## src/rtl/linebuf3_ctrl.sv

```systemverilog
// Line-buffer sequencer for three 1-bit simple dual-port RAMs: rotates the write
// target per line and aligns rows y-2, y-1 and y into a 3-bit column.
module linebuf3_ctrl #(
  parameter int IMG_WIDTH_LINE = 1920,
  parameter int ADDR_W         = 12
) (
  input  logic              clka,
  input  logic              rst_n,
  input  logic              pix_valid,
  input  logic              pix_sof,
  input  logic              pix_data,
  output logic [ADDR_W-1:0] ram_addra,
  output logic [ADDR_W-1:0] ram_addrb,
  output logic              ram_dina,
  output logic [2:0]        ram_wea,
  input  logic [2:0]        ram_doutb,
  output logic              col_top,
  output logic              col_mid,
  output logic              col_bot,
  output logic              col_valid,
  output logic              col_rows_ok,
  output logic [ADDR_W-1:0] col_x,
  output logic              col_eol
);

  localparam logic [ADDR_W-1:0] LAST_X = ADDR_W'(IMG_WIDTH_LINE - 1);

  function automatic logic [1:0] inc3(input logic [1:0] s);
    return (s == 2'd2) ? 2'd0 : s + 2'd1;
  endfunction

  logic [ADDR_W-1:0] x_cnt, x_nxt, eff_x;
  logic [1:0]        wr_sel, sel_nxt, eff_sel;
  logic [1:0]        row_cnt, row_nxt, eff_row;
  logic              restart, at_eol;

  logic              valid_d1, pix_d1, eol_d1, rows_ok_d1;
  logic [1:0]        sel_d1;
  logic [ADDR_W-1:0] x_d1;
  logic              top_rd, mid_rd;

  // NOTE: every signal driven here gets a default first, so no path can leave it
  // unassigned and infer a latch.
  always_comb begin
    restart   = pix_valid & pix_sof;
    eff_x     = restart ? '0 : x_cnt;
    eff_sel   = restart ? 2'd0 : wr_sel;
    eff_row   = restart ? 2'd0 : row_cnt;
    at_eol    = (eff_x == LAST_X);

    ram_addra = eff_x;
    ram_addrb = eff_x;
    ram_dina  = pix_data;
    ram_wea   = pix_valid ? (3'b001 << eff_sel) : 3'b000;

    x_nxt     = x_cnt;
    sel_nxt   = wr_sel;
    row_nxt   = row_cnt;
    if (pix_valid) begin
      if (at_eol) begin
        x_nxt   = '0;
        sel_nxt = inc3(eff_sel);
        row_nxt = (eff_row == 2'd2) ? 2'd2 : eff_row + 2'd1;
      end else begin
        x_nxt   = eff_x + ADDR_W'(1);
        sel_nxt = eff_sel;
        row_nxt = eff_row;
      end
    end
  end

  // NOTE: state registers use non-blocking assignments so every flop samples
  // pre-edge values regardless of statement order.
  always_ff @(posedge clka or negedge rst_n) begin
    if (!rst_n) begin
      x_cnt   <= '0;
      wr_sel  <= 2'd0;
      row_cnt <= 2'd0;
    end else begin
      x_cnt   <= x_nxt;
      wr_sel  <= sel_nxt;
      row_cnt <= row_nxt;
    end
  end

  // Stage 1 runs alongside the RAM's registered read of the same address.
  always_ff @(posedge clka or negedge rst_n) begin
    if (!rst_n) begin
      valid_d1   <= 1'b0;
      pix_d1     <= 1'b0;
      sel_d1     <= 2'd0;
      x_d1       <= '0;
      eol_d1     <= 1'b0;
      rows_ok_d1 <= 1'b0;
    end else begin
      valid_d1 <= pix_valid;
      if (pix_valid) begin
        pix_d1     <= pix_data;
        sel_d1     <= eff_sel;
        x_d1       <= eff_x;
        eol_d1     <= at_eol;
        rows_ok_d1 <= (eff_row == 2'd2);
      end
    end
  end

  // Top row sits in the RAM after the write target, mid row in the one before it.
  always_comb begin
    top_rd = ram_doutb[1];
    mid_rd = ram_doutb[2];
    case (sel_d1)
      2'd1:    begin top_rd = ram_doutb[2]; mid_rd = ram_doutb[0]; end
      2'd2:    begin top_rd = ram_doutb[0]; mid_rd = ram_doutb[1]; end
      default: begin top_rd = ram_doutb[1]; mid_rd = ram_doutb[2]; end
    endcase
  end

  // NOTE: the RAM arrays themselves are never reset; col_rows_ok marks when their
  // contents are meaningful, and only this controller's registers clear.
  always_ff @(posedge clka or negedge rst_n) begin
    if (!rst_n) begin
      col_valid   <= 1'b0;
      col_top     <= 1'b0;
      col_mid     <= 1'b0;
      col_bot     <= 1'b0;
      col_x       <= '0;
      col_eol     <= 1'b0;
      col_rows_ok <= 1'b0;
    end else begin
      col_valid <= valid_d1;
      if (valid_d1) begin
        col_top     <= top_rd;
        col_mid     <= mid_rd;
        col_bot     <= pix_d1;
        col_x       <= x_d1;
        col_eol     <= eol_d1;
        col_rows_ok <= rows_ok_d1;
      end
    end
  end

endmodule

```

## config.mk

```make
export PLATFORM = sky130hd
export DESIGN_NAME = linebuf3_ctrl
export DESIGN_NICKNAME = d
export VERILOG_FILES = /design/src/rtl/linebuf3_ctrl.sv
export SDC_FILE = /design/constraint.sdc
export NUM_CORES = 1
export LEC_CHECK = 0
export CORE_ASPECT_RATIO = 1.1
export CORE_MARGIN = 2
export CORE_UTILIZATION = 40
export CTS_BUF_LIST = sky130_fd_sc_hd__clkbuf_2 sky130_fd_sc_hd__clkbuf_4 sky130_fd_sc_hd__clkbuf_8
export DETAILED_ROUTE_END_ITERATION = 10
export PLACE_DENSITY = 0.78
export SYNTH_ARGS = -nofsm -noshare
export SYNTH_HDL_FRONTEND = slang
export SYNTH_SLANG_ARGS = --single-unit
```

## constraint.sdc

```tcl
create_clock -name clka -period 1.7 [get_ports clka]
set_input_delay 0.51 -clock clka [delete_from_list [all_inputs] [get_ports clka]]
set_output_delay 0.51 -clock clka [all_outputs]
set_load 0.01 [all_outputs]
```

==> impl_metrics.json, run 1 <==
{
  "status": "finished with violations",
  "violations": "setup timing",
  "post-route-util_pct": 59.27,
  "nets": 336,
  "grt_antenna_before_repair": 0,
  "drc": 0,
  "start_util_pct": 41.58,
  "synthArstFlopShare_pct": 100.0,
  "crit_type": "input port to output port",
  "static-leakage-power_nw": 1.808,
  "worstPathMaxFanout": 11,
  "cts_hold_buf": 0,
  "synthCells": 228,
  "setup_ws_ns": -0.04027,
  "path_clk_slew_ns": 0.09,
  "vdd_drop_max_mv": 0.4463,
  "arrival_ns": 1.23,
  "htree_levels": 2,
  "postSynthNetCount": 241,
  "antenna_cells": 0,
  "wl_per_cell_um": 15.23,
  "root_buffer": "clkbuf_8",
  "fillerInstances": 522,
  "drv_cap": 0,
  "worst_pin_slew_ns": 0.3603,
  "drt_iter0_markers": 72,
  "yosysSeqAreaShare_pct": 50.53,
  "synthesis.area_um2": 2575,
  "synth_top_area_share_pct": 50.53,
  "ys.flop_type": "dfrtp_1",
  "synth_top_area_cell": "dfrtp_1",
  "clkLatencyLatePin_ns": 0.31,
  "grt_max_degree": 53,
  "dp_hpwl_mm": 4.163,
  "period_needed_ns": 1.740,
  "die_w_um": 80.50,
  "synth.area.top_cells": "dfrtp_1, mux2_2, buf_4, ha_1, a21oi_1",
  "drive_above_1_share_pct": 49.69,
  "hold_violations": 0,
  "grt_pass1_vias": 1988,
  "multi_input_area_um2": 1215,
  "finalWirelength_mm": 6.153,
  "grt_setup_unrepaired": "true",
  "gp_congestion": 0.8825,
  "final_cells": 404,
  "fin_skew_ns": 0.008258,
  "die_y_um": 88.15,
  "synth_area_per_cell_um2": 11.29,
  "end_kind": "output port",
  "fp-row-count": 30,
  "grt_pass1_wl_mm": 9.625,
  "maxSlewViolCount": 0,
  "dp.cells": 381,
  "io_buffers": 53,
  "cts_tree": "done",
  "slew-limit-headroom_pct": 75.98,
  "clock_path_buffers": 2,
  "seq_area_um2": 1301,
  "overflow": 0,
  "max_freq_mhz": 574.6,
  "synth_cell_types": 49,
  "postRouteAntennaNets": 0,
  "finalSetupTns_ns": -0.09907,
  "min_path_type": "input port to asynchronous set/reset pin",
  "clock_sinks": 52,
  "core_area_um2": 6193,
  "cp-start-kind": "input port",
  "yosysWarnings": 0,
  "pin_count": 54,
  "cp.required_ns": 1.19,
  "finalSetupViolations": 6,
  "area_growth_syn_to_layout_pct": 42.57,
  "grtUsageTotal_pct": 17.65,
  "vias": 2035,
  "cts_buffers": 5,
  "synth_edf_count": 0,
  "first_pass_iters": 4,
  "viasPerCell": 5.037,
  "final.period_utilization_pct": 102.4,
  "ys_ff_latch": 52,
  "die-area_um2": 7096,
  "powerDensity_nw_per_um2": 943.1
}
-- cells by family after synthesis --
family | synth area share [%]
flops | 50.53
mux | 13.95
buf+inv | 9.475
simple gates | 12.93
compound gates | 10.69
fa+ha+maj | 2.430
-- registers in the layout, indices dropped and copies added (netlist names), 2 cells and up --
register / flops
col_x: 12
x_cnt: 12
x_d1: 12
row_cnt: 2
sel_d1: 2
wr_sel: 2
-- metrics by stage --
stage | worst slack (ns) | total power [mW] | cell area [µm²] | hold slack, ns
after floorplan | -0.4737 | 2.125 | 2636 | 0.2144
after global placement | -0.8884 | 2.684 | 3402 | 0.4832
after detailed placement | -0.9026 | 2.723 | 3402 | 0.4929
after CTS | -0.05225 | 3.417 | 3567 | 0.1839
after global routing | -0.07169 | 3.659 | 3671 | 0.1831
final | -0.04027 | 3.462 | 3671 | 0.1748
-- routing by layer --
| metal | up-vias | GRT usage (%) | wire, µm |
|---|---|---|---|
| li1 | 983 | - | - |
| met1 | 1002 | 22.07 | 2653 |
| met2 | 45 | 30.91 | 3189 |
| met3 | 5 | 3.505 | 251 |
| met4 | 0 | 5.393 | 58 |
| met5 | - | 0 | 0 |
-- timing repair --
action,CTS,global route
pin swaps,4,3
setup endpoints to repair,62,25
gates resized for setup,145,24
setup buffers,6,9
-- placed cells by master (no fill, tap or decap), types with 2 or more instances in the layout --
master,n
buf_2,20
nor2_1,7
inv_2,3
and4_4,2
buf_6,3
nor3_1,4
dfrtp_1,52
clkdlybuf4s50_1,4
nand2_1,13
clkdlybuf4s15_1,2
buf_4,56
o22ai_1,8
nand4_1,3
inv_1,12
and2_4,3
buf_12,3
a21oi_1,4
dlygate4sd2_1,18
o21ai_1,3
a221o_1,2
mux2_2,31
o21ai_0,4
a21oi_4,8
a22oi_1,2
nor3_2,2
ha_1,4
nand3_1,2
clkbuf_2,5
clkbuf_8,5
-- synthesized netlist by cell type (2+ instances only) --
| cell | number |
|---|---|
| dfrtp_1 | 52 |
| mux2_2 | 31 |
| inv_1 | 15 |
| buf_4 | 14 |
| nand2_1 | 14 |
| a21oi_1 | 12 |
| o21ai_0 | 8 |
| o22ai_1 | 8 |
| nor2_1 | 7 |
| nor3_1 | 7 |
| clkbuf_1 | 5 |
| ha_1 | 5 |
| and2_1 | 4 |
| nand3_1 | 3 |
| nand4_1 | 3 |
| a221o_1 | 2 |
| a22oi_1 | 2 |
| buf_2 | 2 |
| buf_6 | 2 |
| clkbuf_8 | 2 |
| nor3b_1 | 2 |
-- critical path, stage by stage --
cell and delay (ns):
buf_16 0.13, or2b_4 0.30, nor3_2 0.13, buf_2 0.16
-- report_power, final --
group / internal (mW) / total [mW] / switching [mW] / leakage [nW]
Combinational: 0.632 / 1.21 / 0.573 / 1.08
Clock: 0.293 / 0.723 / 0.430 / 0.0445
Sequential: 1.43 / 1.53 / 0.108 / 0.684
Total: 2.35 / 3.46 / 1.11 / 1.81
-- final cells by class --
cell class	instances	share of cell area (%)
Sequential cell	52	35.45
Multi-Input combinational cell	135	33.09
Timing Repair Buffer	114	24.74
Tap cell	80	2.727
Clock buffer	5	1.875
Inverter	15	1.534
Clock inverter	3	0.5794
-- worst paths after layout --
path	start	to	slack, ns	depth (start not counted)
setup reg to reg	x_cnt[1]	row_cnt[0]	0.01	7
min in group clka	col_mid	col_mid	0.51	1
hold / removal	rst_n	x_cnt[10]	0.17	2
max in group asynchronous	rst_n	x_d1[10]	1.29	2
setup / recovery	pix_valid	ram_wea[2]	-0.04	4
hold reg to reg	col_mid	col_mid	0.51	1
No activity file was read; power rests on OpenSTA's default activity.
==> run 2: changes to the inputs <==
--- a/config.mk
+++ b/config.mk
@@ -5,10 +5,12 @@
 export SDC_FILE = /design/constraint.sdc
 export NUM_CORES = 1
 export LEC_CHECK = 0
+export CAP_MARGIN = 5
 export CORE_ASPECT_RATIO = 1.1
 export CORE_MARGIN = 2
 export CORE_UTILIZATION = 40
 export CTS_BUF_LIST = sky130_fd_sc_hd__clkbuf_2 sky130_fd_sc_hd__clkbuf_4 sky130_fd_sc_hd__clkbuf_8
+export CTS_CLUSTER_SIZE = 25
 export DETAILED_ROUTE_END_ITERATION = 10
 export PLACE_DENSITY = 0.78
 export SYNTH_ARGS = -nofsm -noshare
==> results of run 2 <==
Same layout as run 1: the final DEF is identical, and so are final timing and power.
==> run 3: changes to the inputs <==
==> constraint.sdc (replaced) <==
create_clock -name clka -period 1.5 [get_ports clka]
set_input_delay 0.15 -clock clka [delete_from_list [all_inputs] [get_ports clka]]
set_output_delay 0.15 -clock clka [all_outputs]
set_load 0.01 [all_outputs]
==> impl_metrics.json, run 3 (synthesized netlist as in run 1, its figures left out) <==
{
  "clock_sinks": 52,
  "area_growth_syn_to_layout_pct": 39.89,
  "multi_input_area_um2": 1130,
  "arrival_ns": 1.82,
  "wl_per_cell_um": 15.39,
  "seq_area_um2": 1301,
  "use_met3_pct": 2.474,
  "sw_frac_of_total_pct": 31.09,
  "fp-row-count": 30,
  "gp_congestion": 0.9177,
  "crit_type": "flop to flop",
  "grt_pass1_vias": 2122,
  "grt_max_degree": 53,
  "root_buffer": "clkbuf_8",
  "p_sw_mw": 1.208,
  "drive_above_1_share_pct": 41.25,
  "die_y_um": 88.15,
  "final.period_utilization_pct": 108.5,
  "critPathMostFrequentCell": "and4_4",
  "drc": 0,
  "clock_path_buffers": 2,
  "cts_buffers": 5,
  "drt_iter0_markers": 102,
  "path_delay_family": "simple AND/OR/NAND/NOR gates",
  "viasPerCell": 5.123,
  "finalWirelength_mm": 6.157,
  "internal-power_mw": 2.677,
  "violations": "setup timing",
  "dp_hpwl_mm": 4.302,
  "grt_setup_unrepaired": "true",
  "crit_chain": "inv_2 -> a21oi_4 -> ha_4 -> and4_4 -> and4_4 -> nor3b_2 -> a221o_1",
  "vdd_drop_max_mv": 0.5987,
  "timing.hold.ws_ns": 0.2580,
  "cp.required_ns": 1.70,
  "p_seq_share_pct": 45.0,
  "final_cell_mix": "dfrtp_1, buf_4, mux2_2, clkdlybuf4s50_1, dlygate4sd2_1",
  "path_clk_slew_ns": 0.10,
  "finalSetupTns_ns": -0.7190,
  "max_stage_delay_ns": 0.37,
  "drv_cap": 0,
  "nets": 332,
  "postRouteAntennaNets": 0,
  "core_area_um2": 6193,
  "period_needed_ns": 1.627,
  "die-area_um2": 7096,
  "met1_usage_pct": 22.37,
  "hold_violations": 0,
  "io_buffers": 53,
  "end_kind": "flop",
  "grtUsageTotal_pct": 18.17,
  "clkPwrFrac_pct": 20.4,
  "antenna_cells": 0,
  "min_path_type": "input port to flop",
  "die_w_um": 80.50,
  "maxSlewViolCount": 0,
  "cts_tree": "done",
  "vias": 2049,
  "crit_buf_inv": 1,
  "pin_count": 54,
  "grt_antenna_before_repair": 0,
  "overflow": 0,
  "cp-start-kind": "flop",
  "clkLatencyLatePin_ns": 0.31,
  "start_util_pct": 41.58,
  "grt_pass1_wl_mm": 9.942,
  "finalSetupViolations": 14,
  "worst_pin_slew_ns": 0.3033,
  "power_frac_comb_pct": 34.6,
  "static-leakage-power_nw": 1.710,
  "powerDensity_nw_per_um2": 1078,
  "setup_ws_ns": -0.1269,
  "fillerInstances": 560,
  "fin_skew_ns": 0.01066,
  "final_cells": 400,
  "use_met2_pct": 33.26,
  "largest_registers": "col_x x12, x_cnt x12, x_d1 x12",
  "power_mw": 3.884,
  "slowest_stage": "dfrtp_1",
  "first_pass_iters": 4,
  "grt_busiest_layer": "met2",
  "dp.cells": 377,
  "worstPathMaxFanout": 6,
  "max_freq_mhz": 614.7,
  "slew-limit-headroom_pct": 79.49,
  "htree_levels": 2,
  "status": "finished with violations"
}
[run 3: routing by layer]
| layer | share of wire, % | vias up |
|---|---|---|
| met3 | 3.2 | 7 |
| met1 | 42 | 1025 |
| met4 | 1.3 | 0 |
| li1 | - | 973 |
| met2 | 54 | 44 |
| met5 | 0 | - |
[run 3: area by class of cell]
class | instances | area share (%)
clock inverters | 3 | 0.5210
well taps | 80 | 2.779
flip-flops and latches | 52 | 36.12
multi-input cells | 135 | 31.36
clock buffers | 5 | 1.910
inverters | 15 | 1.563
repair buffers | 110 | 25.74
[run 3: tightest hold or removal path, stage by stage]
cell and delay (ns):
buf_2 0.18, buf_4 0.14, o21ai_2 0.06
[run 3: final timing paths]
kind                       slack (ns)  cells after the start         end      start
min                              0.26                      3    x_cnt[1]  pix_valid
max reg2reg                     -0.13                      7  row_cnt[0]   x_cnt[1]
min in group asynchronous        0.35                      3   wr_sel[0]      rst_n
max                             -0.13                      7  row_cnt[0]   x_cnt[1]
max in group asynchronous        0.90                      3   x_cnt[10]      rst_n
min reg2reg                      0.51                      1     x_d1[0]    x_d1[0]
[run 3: per-stage QoR]
step	setup slack, ns	util, %	area (µm²)
floorplan	-0.3293	-	2628
global placement	-0.5741	54.36	3367
detailed placement	-0.6079	54.36	3367
CTS	-0.1264	57.58	3566
global route	-0.1859	58.16	3602
finish	-0.1269	58.16	3602
[run 3: what timing repair did]
action | CTS | global route
hold buffers | 1 | 0
pin swaps | 8 | 4
buffers inserted | 12 | 4
endpoints found under the setup margin | 42 | 27
hold endpoints to repair | 52 | 0
resized for setup | 46 | 26
[run 3: power groups by stage]
stage | Clock, mW | Combinational (mW) | Sequential [mW]
floorplan | 0 | 0.594 | 1.81
global placement | 0 | 1.20 | 1.79
detailed placement | 0 | 1.23 | 1.80
CTS | 0.823 | 1.31 | 1.74
global route | 0.875 | 1.45 | 1.78
finish | 0.794 | 1.34 | 1.75
